### src/rtl/ram_burst_reader_pkg.sv
// Shared definitions for the RAM8 burst reader: word width and FSM encodings.
package ram_burst_reader_pkg;

    localparam int unsigned WORD = 16;

    localparam logic [1:0] IDLE  = 2'd0;
    localparam logic [1:0] READ  = 2'd1;
    localparam logic [1:0] DRAIN = 2'd2;

endpackage

### src/rtl/ram_burst_reader.sv
// Read-side burst sequencer for a combinational-read word RAM.
// Walks base, base+1, ... (mod 2^AW) for count words and streams each word
// out on a valid/ready interface; never writes the memory.
module ram_burst_reader
    import ram_burst_reader_pkg::*;
#(
    parameter int unsigned WIDTH = WORD,
    parameter int unsigned AW    = 3
) (
    input  logic             clk,
    input  logic             reset,
    input  logic             start,
    input  logic [AW-1:0]    base,
    input  logic [AW:0]      count,
    output logic             busy,
    output logic [AW-1:0]    mem_address,
    output logic             mem_load,
    input  logic [WIDTH-1:0] mem_out,
    output logic [WIDTH-1:0] data_out,
    output logic             data_valid,
    input  logic             data_ready,
    output logic             last,
    output logic             done
);

    localparam logic [AW-1:0] ADDR_STEP = AW'(1);
    localparam logic [AW:0]   REM_ONE   = (AW + 1)'(1);

    logic [1:0]    state;
    logic [AW-1:0] addr;
    logic [AW:0]   rem;
    logic          slot_free;

    // The output register may accept a new word when empty or being drained now.
    always_comb begin
        slot_free = !data_valid || data_ready;
    end

    // The address register drives the RAM directly, so the read data seen
    // in READ always belongs to the word about to be captured.
    always_comb begin
        mem_address = addr;
        mem_load    = 1'b0;
    end

    // Burst FSM, address/remaining counters and the registered stream outputs.
    always_ff @(posedge clk) begin
        if (reset) begin
            state      <= IDLE;
            addr       <= '0;
            rem        <= '0;
            busy       <= 1'b0;
            data_out   <= '0;
            data_valid <= 1'b0;
            last       <= 1'b0;
            done       <= 1'b0;
        end else begin
            done <= 1'b0;
            case (state)
                IDLE: begin
                    if (start) begin
                        if (count == '0) begin
                            done <= 1'b1;
                        end else begin
                            addr  <= base;
                            rem   <= count;
                            busy  <= 1'b1;
                            state <= READ;
                        end
                    end
                end
                READ: begin
                    if (slot_free) begin
                        data_out   <= mem_out;
                        data_valid <= 1'b1;
                        last       <= (rem == REM_ONE);
                        addr       <= addr + ADDR_STEP;
                        rem        <= rem - REM_ONE;
                        if (rem == REM_ONE) begin
                            state <= DRAIN;
                        end
                    end
                end
                DRAIN: begin
                    if (data_valid && data_ready) begin
                        data_valid <= 1'b0;
                        last       <= 1'b0;
                        done       <= 1'b1;
                        busy       <= 1'b0;
                        state      <= IDLE;
                    end
                end
                default: begin
                    state <= IDLE;
                end
            endcase
        end
    end

endmodule

### config.mk
export PLATFORM = sky130hd
export DESIGN_NAME = ram_burst_reader
export DESIGN_NICKNAME = d
export VERILOG_FILES = /design/src/rtl/ram_burst_reader_pkg.sv /design/src/rtl/ram_burst_reader.sv
export SDC_FILE = /design/constraint.sdc
export NUM_CORES = 1
export LEC_CHECK = 0
export ABC_AREA = 1
export BUFFER_PORTS_ARGS = -buffer_cell sky130_fd_sc_hd__buf_4
export CAP_MARGIN = 30
export CORE_ASPECT_RATIO = 0.7
export CORE_UTILIZATION = 43
export DETAILED_ROUTE_END_ITERATION = 10
export GPL_TIMING_DRIVEN = 0
export PLACE_DENSITY_LB_ADDON = 0.08
export SKIP_CTS_REPAIR_TIMING = 1
export SLEW_MARGIN = 20
export SYNTH_ARGS = -nofsm -noshare
export SYNTH_HDL_FRONTEND = slang
export SYNTH_SLANG_ARGS = --single-unit
### constraint.sdc
create_clock -name clk -period 1.3 [get_ports clk]
set_input_delay 0.13 -clock clk [delete_from_list [all_inputs] [get_ports clk]]
set_output_delay 0.13 -clock clk [all_outputs]
set_load 0.02 [all_outputs]
==> run_results.csv, run 1 <==
group,metric,value,unit
placement,dp_worst_setup_slack,-25.7,ps
detailed_routing,first_pass_iters,5,
final_layout,final_layout_size_suffix_gt1_frac,0.317,
die,initial_utilization,0.464,
grt,grt.overflow.total,0,
die,design.die.area,0.00332,sq mm
clocking,cts_made_buffers,5,
synthesis,synth-seq-area-share,0.437,
timing,layout_setup_ws,58.9,ps
die,row_count,16,
critical_path,cp.arrival,1400,ps
timing,setup_viol,0,
pwr,p_int,1950,uW
critical_path,worst-path-max-fanout,10,
placement,place_hpwl,2260,microns
critical_path,worst_r2r_startpoint,"state[1]",
critical_path,cp.required,1460,ps
detailed_routing,avgRoutedWirePerCell,11.0,microns
final_layout,fin_nets,279,
final_layout,antenna_cells,0,
timing,final-hold-violation-count,0,
synthesis,synth_cell_types,23,
pwr,power_frac_clock,0.246,
timing,rsz0062_at_grt,"true",
detailed_routing,drc,0,
detailed_routing,wl,3140,microns
grt,grt_start_max_net_pins,11,
clocking,clock_path_buffers,2,
detailed_routing,ant_nets,0,
die,dieWidth,68.4,microns
timing,fmax,0.806,GHz
clocking,cts_tree,"yes",
pwr,power_density,1620,mW/mm^2
synthesis,synth_seq_cells,29,
critical_path,worstSetupStartpointType,"flop",
critical_path,worstSetupEndpointType,"flop",
critical_path,rrSetupSlack,60,ps
final_layout,finish.utilization,0.649,
timing,whs,58.7,ps
final_layout,final_common_cell,"nor2_1",
pwr,netSwitchingPower,1060,uW
timing,period_minus_slack,1240,ps
placement,placed_area,0.00174,sq mm
placement,io_buffers,49,
pwr,leakage,0.000934,uW
detailed_routing,viasPerCell,4.69,
pwr,worst_ir_drop_vdd,0.981,mV
clocking,h-tree-depth,2,
critical_path,reg2reg_depth,9,
grt,grt.total_usage,0.205,
critical_path,path_class,"reg2reg",
hold_path,hold_end,"state[0]",
timing,finClkSkew,4.49,ps
synthesis,yosysWarnings,0,
die,io_pins,51,
placement,post-place-cells,277,
critical_path,r2r_end,"data_out[5]",
clocking,clock_sinks,29,
final_layout,syn_to_final_growth,39.7,%
hold_path,min_path_type,"in2reg",
die,die_h,48.5,microns
die,core,0.00286,sq mm
clocking,cts-root-buf,"clkbuf_8",
pwr,p_comb_frac,0.365,
timing,finalCritPeriodShare,0.955,
synthesis,synth_cells,192,
pwr,swShare,0.352,
clocking,clkTransAtPathRegs,60,ps
grt,grt_antenna_before_repair,0,
hold_path,hold_depth,2,
clocking,clkLatencyLatePin,280,ps
flow_run,drv_cap,0,
grt,grt_pass1_wl,5070,microns
synthesis,synth_area,0.00133,sq mm
synthesis,synth_fp_nets,222,
final_layout,layout_common_cells,"54 x nor2_1, 51 x buf_4, 35 x nand2_1, 24 x dfxtp_1, 16 x o21ai_0",
final_layout,fin_area,0.00186,sq mm
placement,gp_congestion,0.777,
pwr,seqPwrFrac,0.389,
final_layout,layout.cells.non_filler,285,
outcome,status,"finished clean",
detailed_routing,drt_iter0_drc,63,
grt,grt_pass1_vias,1132,
timing,drv_slew,0,
hold_path,holdCritStartpoint,"reset",
synthesis,synth.avg_cell_area,6.92,sq um
detailed_routing,vias,1337,
[synthesized netlist by cell type]
master / number / area [sq um]
clkbuf_1: 3 / 11.3
buf_4: 1 / 7.51
a31oi_1: 1 / 6.26
o21ai_0: 19 / 95.1
nand2_1: 35 / 131
nor2_2: 1 / 6.26
buf_6: 2 / 22.5
or2_2: 2 / 12.5
nor2_1: 55 / 206
o21bai_1: 3 / 22.5
inv_1: 13 / 48.8
buf_2: 1 / 5.00
inv_6: 1 / 8.76
nor2_4: 1 / 11.3
nand2_2: 3 / 18.8
nand4_1: 1 / 6.26
a21oi_1: 7 / 35.0
o21ai_2: 1 / 8.76
dfxtp_1: 29 / 581
inv_2: 2 / 7.51
ha_1: 3 / 37.5
conb_1: 1 / 3.75
nand3_1: 7 / 35.0
[worst max-delay path by stage]
stage,depth (start not counted),slack (ps),from,endpoint
after floorplan,7,70,data_valid,data_out[10]
after global placement,7,8,rem[0],rem[2]
after detailed placement,7,-30,rem[0],rem[2]
after CTS,7,-70,state[1],data_out[5]
after global routing,7,-30,state[0],rem[3]
final,9,60,state[1],data_out[5]
[critical path, cell delays in order, from the launching register on]
cell	delay, ps
dfxtp_2	360
inv_2	60
nand2_2	100
inv_4	40
nand2_2	70
buf_8	130
inv_6	50
buf_6	130
nor2_1	120
nor2_1	70
[kinds of logic (layout without fill, tap and decap cells)]
logic type,after synthesis,after routing,synth area share
adders and majority gates,3,3,0.0283
DFF,29,29,0.437
and+or+nand+nor,105,105,0.322
other,1,1,0.00282
AOI/OAI and AO/OA,31,31,0.126
buffers and inverters,23,80,0.0838
[layout make-up]
class,count,area (sq um)
fillers,280,1010
multi-input cells,140,639
flip-flops and latches,29,589
repair buffers,50,375
clock buffers,7,86.3
inverters,16,67.6
plain buffers,7,53.8
well taps,36,45.0
[per-stage QoR]
stage / total power, uW / TNS, ps
final: 3010 / 0
after global routing: 3220 / -95.2
after CTS: 2980 / -158
after detailed placement: 2240 / -40.5
after global placement: 2220 / 0
after floorplan: 1860 / 0
[registers in the layout (all words and copies together) (netlist names)]
| signal | flops |
|---|---|
| last | 1 |
| data_out | 16 |
| done | 1 |
| mem_address | 3 |
| data_valid | 1 |
| state | 2 |
| rem | 4 |
| busy | 1 |
[power groups by stage]
stage / clock (uW) / combinational (uW) / sequential (uW)
finish: 742 / 1100 / 1170
CTS: 749 / 1070 / 1160
global placement: 0 / 1050 / 1180
detailed placement: 0 / 1060 / 1180
floorplan: 0 / 550 / 1310
global route: 796 / 1230 / 1200
[routing by layer]
| metal | wire length (microns) | global-route usage |
|---|---|---|
| met5 | 0 | 0 |
| met3 | 218 | 0.0708 |
| met2 | 1260 | 0.279 |
| met1 | 1650 | 0.298 |
| met4 | 15 | 0.0625 |
Note: power is estimated with default switching activity, not from simulation.
==> run 2, diff against run 1 <==
--- a/config.mk
+++ b/config.mk
@@ -11,7 +11,6 @@
 export CORE_ASPECT_RATIO = 0.7
 export CORE_UTILIZATION = 43
 export DETAILED_ROUTE_END_ITERATION = 10
-export GPL_TIMING_DRIVEN = 0
 export PLACE_DENSITY_LB_ADDON = 0.08
 export SKIP_CTS_REPAIR_TIMING = 1
 export SLEW_MARGIN = 20
==> run 2 against run 1 <==
Net effect:
- hold slack improved by 2.7 ps
- wire length shrank 3.3%
- setup slack better by 29 ps
- sequential share of layout area is 0.19 points higher
- cell count is 1.1% lower
- largest cell class unchanged
- via count is 0.60% higher
- sequential cell count did not move
- sequential power barely moved
- first-iteration DRC count fell by 63%
- power decreased by 1.3%
- design area decreased by 0.81%
==> run_results.csv, run 2 (same netlist as run 1, synthesis figures left out) <==
group,metric,value,unit
critical_path,crit_path_start,"rem[0]",
pwr,power.total,2970,uW
placement,io_buffers,49,
detailed_routing,wl,3040,microns
critical_path,worstSetupEndpointType,"flop",
critical_path,worstSetupStartpointType,"flop",
detailed_routing,first_pass_iters,4,
pwr,leakage,0.000927,uW
timing,finalCritPeriodShare,0.932,
final_layout,final_layout_size_suffix_gt1_frac,0.309,
final_layout,antenna_cells,0,
pwr,power_density,1610,mW/mm^2
final_layout,final_common_cell,"nor2_1",
grt,grt.total_usage,0.189,
critical_path,critPathMaxStageDelay,340,ps
placement,place_hpwl,2310,microns
die,core,0.00286,sq mm
clocking,cts-root-buf,"clkbuf_8",
hold_path,holdCritStartpoint,"reset",
timing,period_minus_slack,1210,ps
clocking,clock_sinks,29,
timing,fmax,0.825,GHz
final_layout,num-fill-cells,262,
timing,setup_viol,0,
detailed_routing,drt_iter0_drc,23,
critical_path,cp_cell_sequence,"inv_1 -> ha_2 -> or2_2 -> nand3_1 -> nand2_1 -> nor2_1 -> nor2_1",
critical_path,cp.arrival,1380,ps
final_layout,syn_to_final_growth,38.6,%
die,row_count,16,
detailed_routing,vias,1345,
die,io_pins,51,
grt,grt.overflow.total,0,
critical_path,worst_r2r_startpoint,"rem[0]",
critical_path,path_class,"reg2reg",
detailed_routing,drc,0,
final_layout,top_register,"data_out",
final_layout,fin_nets,276,
pwr,worst_ir_drop_vdd,0.765,mV
critical_path,cp.required,1470,ps
die,design.die.area,0.00332,sq mm
clocking,cts_tree,"yes",
clocking,clock_path_buffers,2,
timing,rsz0062_at_grt,"false",
critical_path,worst-path-max-fanout,4,
clocking,clkTransAtPathRegs,60,ps
grt,grt_antenna_before_repair,0,
clocking,cts_made_buffers,5,
critical_path,crit_top_cell,"nor2_1",
grt,grt_pass1_wl,4640,microns
critical_path,cp_slowest_cell,"dfxtp_2",
clocking,clkLatencyLatePin,270,ps
detailed_routing,viasPerCell,4.77,
final_layout,layout_common_cells,"55 x nor2_1, 53 x buf_4, 35 x nand2_1, 25 x dfxtp_1, 18 x o21ai_0",
die,die_h,48.5,microns
detailed_routing,ant_nets,0,
clocking,h-tree-depth,2,
timing,finClkSkew,4.73,ps
placement,gp_congestion,0.923,
grt,grt_pass1_vias,1102,
timing,final-hold-violation-count,0,
timing,drv_slew,0,
grt,grt_start_max_net_pins,20,
outcome,status,"finished clean",
die,dieWidth,68.4,microns
die,initial_utilization,0.464,
final_layout,largest_reg_flops,16,
flow_run,drv_cap,0,
hold_path,min_path_type,"in2reg",
detailed_routing,avgRoutedWirePerCell,10.8,microns
timing,tns,0,ps
## run 2: cell count changes in the layout (fill, tap and decap cells not counted), moves of 2 or more
cell | before | now
buf_4 | 51 | 53
clkbuf_1 | 3 | 1
o21ai_0 | 16 | 18
o21ai_1 | 3 | 1
## run 2: metal layers
layer	wire length (microns)	global-route usage
met5	0	0
met4	31	0.0556
met3	301	0.0684
met2	1340	0.289
met1	1360	0.246
## run 2: final cells by class
cell class,count,area (sq um),area share
clock buffers,7,86.3,0.0469
inverters,16,65.1,0.0353
multi-input cells,140,639,0.347
flip-flops and latches,29,588,0.319
well taps,36,45.0,0.0245
repair buffers,54,418,0.227
## run 2: where the power goes
part	internal (uW)	switching [uW]	total, uW
combinational	469	619	1090
clock	418	301	719
sequential	1050	109	1160
total	1940	1030	2970
## run 2: critical path, delay by kind of cell (launching register included)
family | cells | cell delay (ps)
buffers and inverters | 1 | 70
flip-flops | 1 | 340
adder cells (fa/ha/maj) | 1 | 180
AND/OR/NAND/NOR | 5 | 510
## run 2: metrics by stage
step | utilization | setup slack, ps | hold slack, ps | cells | instance area (sq um)
detailed placement | 0.607 | 14.4 | 343 | 274 | 1740
finish | 0.643 | 88.4 | 61.4 | 282 | 1840
global placement | 0.607 | 58.0 | 345 | 274 | 1740
CTS | 0.637 | 8.38 | 55.0 | 281 | 1820
global route | 0.643 | 5.81 | 49.8 | 282 | 1840
floorplan | - | 65.8 | 199 | 192 | 1330
## run 2: worst paths after layout
| path | end | slack (ps) | cells past startpoint |
|---|---|---|---|
| setup / recovery | rem[2] | 90 | 7 |
| hold / removal | state[1] | 60 | 2 |
| hold reg to reg | busy | 460 | 2 |
| setup reg to reg | rem[2] | 90 | 7 |
